===== src/rtl/bcd_conv_scheduler_pkg.sv =====
// Shared state encoding, data widths and counter sizing for the BCD converter scheduler.
package bcd_conv_scheduler_pkg;

    localparam int BIN_W    = 12;
    localparam int BCD_W    = 16;
    localparam int ERR_CH_W = 3;

    typedef enum logic [2:0] {
        S_DRAIN,
        S_IDLE,
        S_ARB,
        S_LAUNCH,
        S_WAIT
    } state_e;

    function automatic int cnt_width(input int timeout);
        return (timeout > 2) ? $clog2(timeout) : 1;
    endfunction

    function automatic int idx_width(input int num_ch);
        return (num_ch > 1) ? $clog2(num_ch) : 1;
    endfunction

endpackage


===== src/rtl/bcd_conv_scheduler_rr_arbiter.sv =====
// Combinational round-robin pick: first requester at or above the pointer, wrapping to 0.
module bcd_conv_scheduler_rr_arbiter
    import bcd_conv_scheduler_pkg::*;
#(
    parameter int NUM_CH = 4,
    parameter int CH_W   = 2
) (
    input  logic [NUM_CH-1:0] req_i,
    input  logic [CH_W-1:0]   ptr_i,
    output logic [CH_W-1:0]   grant_o,
    output logic              valid_o
);

    always_comb begin
        logic [CH_W-1:0] idx;
        grant_o = '0;
        valid_o = 1'b0;
        idx     = '0;
        // Walk from farthest to nearest so the last hit is the highest-priority one.
        for (int i = NUM_CH - 1; i >= 0; i--) begin
            idx = CH_W'((int'(ptr_i) + i) % NUM_CH);
            if (req_i[idx]) begin
                grant_o = idx;
                valid_o = 1'b1;
            end
        end
    end

endmodule


===== src/rtl/bcd_conv_scheduler.sv =====
// Shares one binary-to-BCD converter between NUM_CH requesters with round-robin arbitration.
//   state  | meaning
//   DRAIN  | wait out a possibly running conversion (after reset or timeout)
//   IDLE   | no conversion in flight, waiting for any request
//   ARB    | pick a channel, capture its operand, pulse ack
//   LAUNCH | single-cycle conv_en strobe
//   WAIT   | wait for conv_rdy or timeout
module bcd_conv_scheduler
    import bcd_conv_scheduler_pkg::*;
#(
    parameter int NUM_CH  = 4,
    parameter int TIMEOUT = 128
) (
    input  logic                      clk_i,
    input  logic                      rst_i,
    input  logic [NUM_CH-1:0]         req_i,
    input  logic [NUM_CH*BIN_W-1:0]   bin_in_i,
    output logic [NUM_CH-1:0]         ack_o,
    output logic [NUM_CH-1:0]         res_valid_o,
    output logic [NUM_CH*BCD_W-1:0]   bcd_out_o,
    output logic                      err_o,
    output logic [ERR_CH_W-1:0]       err_ch_o,
    output logic                      busy_o,
    output logic                      conv_en_o,
    output logic [BIN_W-1:0]          conv_bin_o,
    input  logic [BCD_W-1:0]          conv_bcd_i,
    input  logic                      conv_rdy_i
);

    localparam int CNT_W = cnt_width(TIMEOUT);
    localparam int CH_W  = idx_width(NUM_CH);
    localparam logic [CNT_W-1:0] CNT_LAST = CNT_W'(TIMEOUT - 1);

    state_e                    state_q;
    logic [CH_W-1:0]           ptr_q;
    logic [CH_W-1:0]           gch_q;
    logic [CNT_W-1:0]          cnt_q;
    logic [NUM_CH-1:0]         ack_q;
    logic [NUM_CH-1:0]         res_valid_q;
    logic [NUM_CH*BCD_W-1:0]   bcd_q;
    logic                      err_q;
    logic [ERR_CH_W-1:0]       err_ch_q;
    logic                      busy_q;
    logic                      conv_en_q;
    logic [BIN_W-1:0]          conv_bin_q;

    logic [CH_W-1:0]           arb_grant;
    logic                      arb_valid;

    bcd_conv_scheduler_rr_arbiter #(
        .NUM_CH (NUM_CH),
        .CH_W   (CH_W)
    ) u_rr_arbiter (
        .req_i   (req_i),
        .ptr_i   (ptr_q),
        .grant_o (arb_grant),
        .valid_o (arb_valid)
    );

    always_ff @(posedge clk_i) begin
        if (rst_i) begin
            state_q     <= S_DRAIN;
            ptr_q       <= '0;
            gch_q       <= '0;
            cnt_q       <= '0;
            ack_q       <= '0;
            res_valid_q <= '0;
            bcd_q       <= '0;
            err_q       <= 1'b0;
            err_ch_q    <= '0;
            busy_q      <= 1'b0;
            conv_en_q   <= 1'b0;
            conv_bin_q  <= '0;
        end else begin
            ack_q       <= '0;
            res_valid_q <= '0;
            err_q       <= 1'b0;
            conv_en_q   <= 1'b0;
            case (state_q)
                S_DRAIN: begin
                    // The converter has no reset; a late conv_rdy only ends the drain.
                    if (conv_rdy_i || cnt_q == CNT_LAST) begin
                        cnt_q   <= '0;
                        busy_q  <= 1'b0;
                        state_q <= S_IDLE;
                    end else begin
                        cnt_q  <= cnt_q + 1'b1;
                        busy_q <= 1'b1;
                    end
                end
                S_IDLE: begin
                    if (|req_i) begin
                        busy_q  <= 1'b1;
                        state_q <= S_ARB;
                    end
                end
                S_ARB: begin
                    if (arb_valid) begin
                        gch_q            <= arb_grant;
                        ptr_q            <= (arb_grant == CH_W'(NUM_CH - 1)) ? '0 : arb_grant + 1'b1;
                        conv_bin_q       <= bin_in_i[arb_grant*BIN_W +: BIN_W];
                        ack_q[arb_grant] <= 1'b1;
                        conv_en_q        <= 1'b1;
                        state_q          <= S_LAUNCH;
                    end else begin
                        busy_q  <= 1'b0;
                        state_q <= S_IDLE;
                    end
                end
                S_LAUNCH: begin
                    state_q <= S_WAIT;
                end
                S_WAIT: begin
                    if (conv_rdy_i) begin
                        bcd_q[gch_q*BCD_W +: BCD_W] <= conv_bcd_i;
                        res_valid_q[gch_q]          <= 1'b1;
                        cnt_q                       <= '0;
                        busy_q                      <= 1'b0;
                        state_q                     <= S_IDLE;
                    end else if (cnt_q == CNT_LAST) begin
                        err_q    <= 1'b1;
                        err_ch_q <= ERR_CH_W'(gch_q);
                        cnt_q    <= '0;
                        state_q  <= S_DRAIN;
                    end else begin
                        cnt_q <= cnt_q + 1'b1;
                    end
                end
                default: begin
                    cnt_q   <= '0;
                    busy_q  <= 1'b1;
                    state_q <= S_DRAIN;
                end
            endcase
        end
    end

    assign ack_o       = ack_q;
    assign res_valid_o = res_valid_q;
    assign bcd_out_o   = bcd_q;
    assign err_o       = err_q;
    assign err_ch_o    = err_ch_q;
    assign busy_o      = busy_q;
    assign conv_en_o   = conv_en_q;
    assign conv_bin_o  = conv_bin_q;

endmodule


===== config.mk =====
export PLATFORM = sky130hd
export DESIGN_NAME = bcd_conv_scheduler
export DESIGN_NICKNAME = d
export VERILOG_FILES = /design/src/rtl/bcd_conv_scheduler_pkg.sv /design/src/rtl/bcd_conv_scheduler_rr_arbiter.sv /design/src/rtl/bcd_conv_scheduler.sv
export SDC_FILE = /design/constraint.sdc
export NUM_CORES = 1
export LEC_CHECK = 0
export BUFFER_PORTS_ARGS = -buffer_cell sky130_fd_sc_hd__buf_2
export CAP_MARGIN = 10
export CORE_MARGIN = 2
export CORE_UTILIZATION = 35
export DETAILED_ROUTE_END_ITERATION = 6
export PLACE_DENSITY = 0.71
export SLEW_MARGIN = 20
export SYNTH_ARGS = -nofsm -noshare
export SYNTH_HDL_FRONTEND = slang
export SYNTH_SLANG_ARGS = --single-unit

===== constraint.sdc =====
create_clock -name clk_i -period 2.3 [get_ports clk_i]
set_input_delay 0.46 -clock clk_i [delete_from_list [all_inputs] [get_ports clk_i]]
set_output_delay 0.46 -clock clk_i [all_outputs]
set_load 0.01 [all_outputs]

# == Word level (Yosys, flattened, before mapping) ==
# Index checks and enable logic that the tools add are counted.
# op_classes
n_addsub,6
multipliers,1
order_cmp,8
eq_ne,11
shifts,3
muxes,39
bitwise,5
n_reduce_logical,15
# op_table
cell,count
bitwise mux 64 bit,1
variable shift 16 x 34 -> 64 bit (first input constant),1
variable part select 16 x 34 -> 64 bit,1
variable part select 48 x 7 -> 12 bit,1
negation 6 -> 34 bit,1
two-way mux 7 bit,3
one-hot mux 7 bit (3 select lines),1
less-than comparator 2 x 3 -> 1 bit (second input constant),6
two-way mux 1 bit,16
one-hot mux 3 bit (5 select lines),1
two-way mux 2 bit,6
two-way mux 3 bit,4
OR reduction 3 bit,4
binary-select mux 1 bit (select 2 bit),4
inequality test 2 bit (second input constant),4
adder 7 x 1 -> 7 bit (second input constant),1
== test 7 bit (second input constant),1
== test 3 x 2 -> 1 bit (second input constant),2
AND reduction 3 bit,2
NOT 1 bit,5
one-hot mux 1 bit (5 select lines),1
adder 2 x 1 -> 2 bit (second input constant),2
adder 2 bit (second input constant),2
demux 1 bit (select 2 bit),2
other kinds (13),16
# word_totals
ff_bits,103
input_bits,71
out_inout_bits,90

# == Logic depth before layout (Yosys ltp) ==
# Gate-level depths: netlist of the first run.
# depth
ltp_word,11
ltp_mapped,9
depth_no_buf,7

# == Cells and area by module ==
# From an unflattened synthesis of the first run, not the netlist that was laid out.
# unflattened
cells_unflattened,513
hier_area_um2,4408.0
# modules_own_cells
module,n_inst,cells_per_inst,area_each_um2
bcd_conv_scheduler,1,500,4330.4
bcd_conv_scheduler_rr_arbiter,1,13,77.6

# == Worst setup path before layout of the first run ==
# Ideal clock, no wire load.
# synth_timing
path_kind,input to register
startpoint,in req_i[0]
endpoint,reg ptr_q[0]
arrival_time_ns,1.976
t_required_ns,2.230
setup_slack_ns,0.254
stages,8
cell_sequence,a21o_1 > a21boi_0 > o21ai_0 > inv_1 > buf_4 > ha_1 > or3_1 > a21oi_1
# synth_between
elab_chain_cells,8
word_cells_on_any_way,20
# synth_rtl
item,line_no,rtl
start: declaration,bcd_conv_scheduler.sv:16,"input logic [NUM_CH-1:0] req_i,"
binary-select mux 1 bit (select 2 bit),bcd_conv_scheduler_rr_arbiter.sv:22,if (req_i[idx]) begin
two-way mux 1 bit (not written as such),bcd_conv_scheduler_rr_arbiter.sv:22,
two-way mux 2 bit (3 in series),bcd_conv_scheduler_rr_arbiter.sv:22,
two-way mux 2 bit *,bcd_conv_scheduler_rr_arbiter.sv:22,
via arb_grant[1],bcd_conv_scheduler.sv:47,logic [CH_W-1:0] arb_grant;
== test 2 bit *,bcd_conv_scheduler.sv:100,ptr_q <= (arb_grant == CH_W'(NUM_CH - 1)) ? '0 : arb_grant + 1'b1;
two-way mux 2 bit *,bcd_conv_scheduler.sv:100,
end signal: assignment,bcd_conv_scheduler.sv:100,
end: declaration,bcd_conv_scheduler.sv:35,logic [CH_W-1:0] ptr_q;
# Mark *: on every way through the listed nets, which the timed path passes. The rest lies on a longest branch. The select of a mux whose other input is x is not followed.
# A chain may end at the register's enable or synchronous reset.

# == Final worst setup path of the first run ==
# layout_timing
startpoint,reg gch_q[0]
endpoint,reg bcd_q[14] (netlist: bcd_out_o[14])
# layout_between
elab_chain_cells,3
word_cells_on_any_way,4
# layout_rtl
item,line_no,rtl
start: declaration,bcd_conv_scheduler.sv:36,logic [CH_W-1:0] gch_q;
start signal: assignment,bcd_conv_scheduler.sv:99,gch_q <= arb_grant;
negation 6 -> 34 bit *,bcd_conv_scheduler.sv:115,bcd_q[gch_q*BCD_W +: BCD_W] <= conv_bcd_i;
variable part select 16 x 34 -> 64 bit / variable shift 16 x 34 -> 64 bit (equally long branches),bcd_conv_scheduler.sv:115,
bitwise mux 64 bit *,bcd_conv_scheduler.sv:115,
end signal: indexed assignment,bcd_conv_scheduler.sv:115,
end: declaration,bcd_conv_scheduler.sv:40,logic [NUM_CH*BCD_W-1:0] bcd_q;
# Every way passes the cells marked *; elsewhere a longest branch is shown, timed or not.

==> results of run 1 <==
-- worst max-delay path: stages (launching register included) --
cell and delay [ns]:
dfxtp_1 0.31, inv_1 0.20, ha_1 0.33, nor3b_2 0.43
buf_4 0.26, nand3_1 0.10, a21oi_1 0.15
-- cells by family (layout without fill, tap and decap cells) --
kind of cell,count (synthesis),in the layout,share of synthesized area (%)
compound gates,110,110,14.5
xor+xnor,5,5,0.984
fa+ha+maj,13,13,3.65
buf+inv,44,203,5.00
flops,103,103,46.3
mux,25,25,5.62
other cells,1,1,0.0842
simple gates,219,219,23.8
-- area by class of cell --
cell class / instances / area [um2] / area share [%]
tap: 172 / 215 / 3.73
sequential: 103 / 2060 / 35.7
clock inverter: 7 / 95.1 / 1.65
inverter: 6 / 27.5 / 0.477
multi-input combinational: 373 / 2190 / 37.9
clock buffer: 9 / 225 / 3.90
timing repair buffer: 181 / 961 / 16.6
-- report_power, final --
group          total [mW]  internal, mW  switching, mW
clock                1.63         0.958          0.674
combinational       0.526         0.219          0.306
sequential           1.86          1.83         0.0295
total                4.02          3.01           1.01
-- state kept, by name, summed over array words and instances (netlist names) --
register / cells
bcd_out_o: 64
conv_bin_o: 12
cnt_q: 7
ack_o: 4
res_valid_o: 4
state_q: 3
err_ch_o: 2
gch_q: 2
ptr_q: 2
busy_o: 1
conv_en_o: 1
err_o: 1
-- worst max-delay path by stage --
stage,cells past startpoint,from,to
finish,6,gch_q[0]$_SDFFE_PP0P_,bcd_out_o[14]$_SDFFE_PP0P_
global route,7,ptr_q[1]$_SDFFE_PP0P_,ptr_q[0]$_SDFFE_PP0P_
CTS,6,gch_q[0]$_SDFFE_PP0P_,bcd_out_o[14]$_SDFFE_PP0P_
detailed placement,6,req_i[1],conv_bin_o[2]$_SDFFE_PP0P_
global placement,6,req_i[1],conv_bin_o[9]$_SDFFE_PP0P_
floorplan,8,req_i[0],ptr_q[0]$_SDFFE_PP0P_
-- layer usage --
layer | share of wire [%] | GRT usage [%] | up-vias
met5 | 0 | 0 | -
met3 | 6.0 | 4.02 | 5
li1 | - | - | 2133
met1 | 45 | 22.8 | 1932
met2 | 48 | 29.0 | 147
met4 | 0.60 | 4.47 | 0
-- through the flow --
step	total power, mW	worst slack (ns)	cells	util [%]	hold slack [ns]
2_1_floorplan	2.23	0.254	520	-	0.437
6_report	4.02	0.443	851	46.1	0.408
4_1_cts	4.05	0.411	851	46.1	0.396
5_1_grt	4.20	0.312	851	46.1	0.403
3_3_place_gp	2.42	0.294	835	43.6	0.437
3_5_place_dp	2.43	0.232	835	43.6	0.442
-- synth_stat cells (2+ instances only) --
master | instances | area (um2)
nor3_1 | 5 | 25.0
nor4_1 | 2 | 12.5
nor3b_1 | 3 | 22.5
nor2_1 | 21 | 78.8
o221ai_1 | 5 | 43.8
mux2i_1 | 25 | 250
o211ai_1 | 7 | 52.6
and4_1 | 7 | 61.3
dfxtp_1 | 103 | 2060
or2_1 | 2 | 12.5
ha_1 | 13 | 163
xnor2_1 | 3 | 26.3
nand3_1 | 78 | 390
buf_2 | 11 | 55.1
clkbuf_1 | 22 | 82.6
nand2_1 | 78 | 293
and3_1 | 6 | 37.5
buf_4 | 2 | 15.0
a21o_1 | 2 | 15.0
inv_1 | 5 | 18.8
nor2b_1 | 2 | 12.5
and2_1 | 9 | 56.3
o31a_1 | 7 | 61.3
xor2_1 | 2 | 17.5
o21ai_0 | 11 | 55.1
buf_6 | 2 | 22.5
a21oi_1 | 69 | 345
==> results.yml, run 1 <==
job:
  max_cap_violations: 0
global_routing:
  grt_max_degree: 75
  antenna_found_initial: 0
  grt_usage_pct: 17.4
  overflow: 0
  grt_pass1_vias: 3933
  grt_first_pass_wirelength_um: 19100
clock_tree:
  cts_buffer_depth: 2
  cts_setup_buffers: 0
  cts_root_buffer: "clkbuf_16"
  cts-resized-gates: 0
  cts_htree_levels: 3
  clock_latency_ns: 0.34
  cts_buffers: 9
  clkSinkCount: 103
  cts_tree: "done"
  hold_buffers: 0
  path_clk_slew_ns: 0.07
hold_path:
  worstHoldStart: "conv_bcd_i[12]"
  hold_end: "bcd_out_o[44]$_SDFFE_PP0P_"
  min_path_cells: 3
  hp-class: "primary input to flip-flop"
routing:
  detail_route.iter0.violations: 378
  ant_nets: 0
  vias: 4217
  drc: 0
  firstDrtPassIters: 4
  vias_per_cell: 4.96
  wl_um: 12100
  wl_per_cell_um: 14.2
synth:
  synth.distinct_cells: 45
  netlist_instances: 520
  avgSynthCellArea_um2: 8.56
  synth.yosys.seq_area_share_pct: 46.3
  syn_nets: 604
  syn_area_um2: 4450
  synthArstFlopShare_pct: 0
  synth_edf_count: 0
  synth.yosys.warnings: 0
  ys_ff_latch: 103
  ys.flop_type: "dfxtp_1"
power_and_ir_drop:
  p_per_area_nw_per_um2: 696
  ir_worst_vdd_mv: 0.317
  p_leak_nw: 2.53
setup_path:
  r2r-start: "gch_q[0]$_SDFFE_PP0P_"
  r2r_end: "bcd_out_o[14]$_SDFFE_PP0P_"
  cp-start-kind: "flip-flop"
  end_kind: "flip-flop"
  rrSetupSlack_ns: 0.44
  crit_path_max_fanout: 10
  cp.required_ns: 2.57
  arrival_ns: 2.13
  r2r_cells: 6
  crit_type: "flip-flop to flip-flop"
run_status:
  status: "complete, no violations"
finish:
  drive_gt1_share_pct: 30.5
  postLayoutCellArea_um2: 5770
  num-nets-final: 758
  synthToLayoutAreaGrowth_pct: 29.7
  antennaDiodeCount: 0
  final_common_cell: "buf_2"
  fillers: 1275
  final_cell_mix: "159 x buf_2, 103 x dfxtp_1, 78 x nand2_1, 78 x nand3_1, 69 x a21oi_1"
place:
  gp_congestion: 0.820
  place_hpwl_um: 8870
  portBuffers: 159
  place_area_um2: 5450
floorplan:
  dieArea_um2: 13600
  die-height_um: 117
  rows: 41
  die_w_um: 117
  floorplan.initialDensity_pct: 35.6
  io_pins: 161
  core_area_um2: 12500
timing:
  fmax_mhz: 539
  rsz0062_at_grt: "no"
  finalHoldViolCount: 0
  finalSetupTns_ns: 0
  setup_viol: 0
  fin_crit_ns: 1.86
  post-route-period-util_pct: 80.7
  worstMarginPinSlew_ns: 0.789
  final.setup_skew_ns: 0.00815
  slew_viol_final: 0
  max_slew_margin_pct: 47.4
(Power assumes the default switching activity.)
==> inputs of run 2 (changes only) <==
Settings changed: PLACE_DENSITY 0.71 to 0.73.
Clock period 2.3 ns to 1.57 ns, I/O delays scaled along.
==> run 2 against run 1 <==
Net effect:
- non-clock buffer count rose by 36
- setup slack worse by 0.45 ns
- largest cell class unchanged
- the flow now finishes with violations (negative setup slack)
- power increased by 51%
- clock-buffer cell count rose by 1
==> results.yml, run 2 (synthesized netlist as in run 1, its figures left out) <==
timing:
  slew_viol_final: 0
  fin_crit_ns: 1.58
  final.setup_skew_ns: 0.00855
  post-route-period-util_pct: 101
  finalHoldViolCount: 0
  rsz0062_at_grt: "yes"
  setup_viol: 1
  fmax_mhz: 634
  setup_slack_ns: -0.00797
  finalSetupTns_ns: -0.00797
  worstMarginPinSlew_ns: 0.558
  hold_slack_ns: 0.254
  max_slew_margin_pct: 62.8
setup_path:
  crit_type: "flip-flop to flip-flop"
  rrSetupSlack_ns: -0.008
  r2r-start: "ptr_q[1]$_SDFFE_PP0P_"
  arrival_ns: 1.85
  r2r_end: "ptr_q[0]$_SDFFE_PP0P_"
  cp-start-kind: "flip-flop"
  end_kind: "flip-flop"
  r2r_cells: 7
  cp.required_ns: 1.85
  crit_path_max_fanout: 6
clock_tree:
  cts_root_buffer: "clkbuf_16"
  cts_buffers: 9
  cts_htree_levels: 3
  cts_buffer_depth: 2
  hold_buffers: 0
  clkSinkCount: 103
  path_clk_slew_ns: 0.07
  cts_tree: "done"
  clock_latency_ns: 0.35
routing:
  detail_route.iter0.violations: 261
  wl_per_cell_um: 14.0
  ant_nets: 0
  vias: 4398
  firstDrtPassIters: 5
  vias_per_cell: 4.96
  drc: 0
  wl_um: 12400
finish:
  final_cell_mix: "159 x buf_2, 100 x dfxtp_1, 76 x nand2_1"
  num-nets-final: 794
  drive_gt1_share_pct: 40.8
  fillers: 1227
  synthToLayoutAreaGrowth_pct: 44.6
  final_common_cell: "buf_2"
  antennaDiodeCount: 0
  fin_cells: 887
  largest_reg_flops: 64
global_routing:
  grt_max_degree: 75
  grt_pass1_vias: 4055
  antenna_found_initial: 0
  overflow: 0
  grt_first_pass_wirelength_um: 19000
  grt_usage_pct: 17.5
job:
  max_cap_violations: 0
hold_path:
  hp-class: "primary input to flip-flop"
  hold_end: "conv_bin_o[11]$_SDFFE_PP0P_"
  min_path_cells: 3
  worstHoldStart: "bin_in_i[23]"
place:
  place_hpwl_um: 9100
  portBuffers: 159
  placed_cells: 864
  gp_congestion: 0.830
floorplan:
  rows: 41
  die-height_um: 117
  core_area_um2: 12500
  floorplan.initialDensity_pct: 35.6
  dieArea_um2: 13600
  die_w_um: 117
  io_pins: 161
power_and_ir_drop:
  ir_worst_vdd_mv: 0.487
  p_per_area_nw_per_um2: 944
  finalPower_mw: 6.08
  p_leak_nw: 2.80
run_status:
  status: "finished, violations left"
  violations: "negative setup slack"
-- run 2: cell count changes in the layout (fill, tap and decap cells not counted), sizes merged --
cell / delta
clkbuf: +3
buf: +34
bufinv: -1
inv: +1
clkinv: -1
-- run 2: area by class of cell --
class	instances	area (um2)	share of cell area (%)
clock inverters	6	73.8	1.15
clock buffers	10	229	3.55
inverters	6	31.3	0.486
flip-flops and latches	103	2070	32.1
well taps	172	215	3.34
multi-input cells	373	2440	37.8
repair buffers	217	1380	21.5
-- run 2: layer usage --
| metal | global-route usage (%) | share of wire (%) | up-vias |
|---|---|---|---|
| met5 | 0 | 0 | - |
| met4 | 5.41 | 1.1 | 0 |
| met3 | 5.41 | 6.7 | 14 |
| met2 | 29.7 | 50 | 146 |
| met1 | 21.4 | 43 | 2036 |
| li1 | - | - | 2202 |
-- run 2: critical path: stages (launching register included) --
cell	delay, ns
dfxtp_4	0.37
mux2i_2	0.16
or2_4	0.25
nand3_4	0.10
inv_6	0.05
ha_4	0.15
or3_1	0.33
a21oi_1	0.12
-- run 2: worst max-delay path by stage --
stage / slack, ns / from / to / depth (start not counted)
floorplan: -0.13 / ptr_q[1]$_SDFFE_PP0P_ / ptr_q[0]$_SDFFE_PP0P_ / 8
global placement: -0.16 / req_i[1] / conv_bin_o[6]$_SDFFE_PP0P_ / 6
detailed placement: -0.20 / req_i[1] / conv_bin_o[8]$_SDFFE_PP0P_ / 6
CTS: -0.02 / gch_q[0]$_SDFFE_PP0P_ / bcd_out_o[17]$_SDFFE_PP0P_ / 6
global route: -0.08 / gch_q[0]$_SDFFE_PP0P_ / bcd_out_o[30]$_SDFFE_PP0P_ / 6
finish: -0.008 / ptr_q[1]$_SDFFE_PP0P_ / ptr_q[0]$_SDFFE_PP0P_ / 7
-- run 2: metrics by stage --
stage	utilization, %	worst slack (ns)	cell area (um2)
2_1_floorplan	-	-0.131	4660
3_3_place_gp	47.2	-0.164	5910
3_5_place_dp	47.2	-0.199	5910
4_1_cts	49.8	-0.0173	6240
5_1_grt	51.5	-0.0837	6440
6_report	51.5	-0.00797	6440
-- run 2: power by group --
part	internal (mW)	leakage (nW)	switching, mW
Combinational	0.536	1.82	0.533
Clock	1.26	0.150	1.02
Sequential	2.68	0.833	0.0467
-- run 2: repair_timing --
item	CTS	global route
buffers inserted	1	4
setup endpoints to repair	15	71
pin swaps	1	23
gates resized for setup	5	37
cloned	0	2
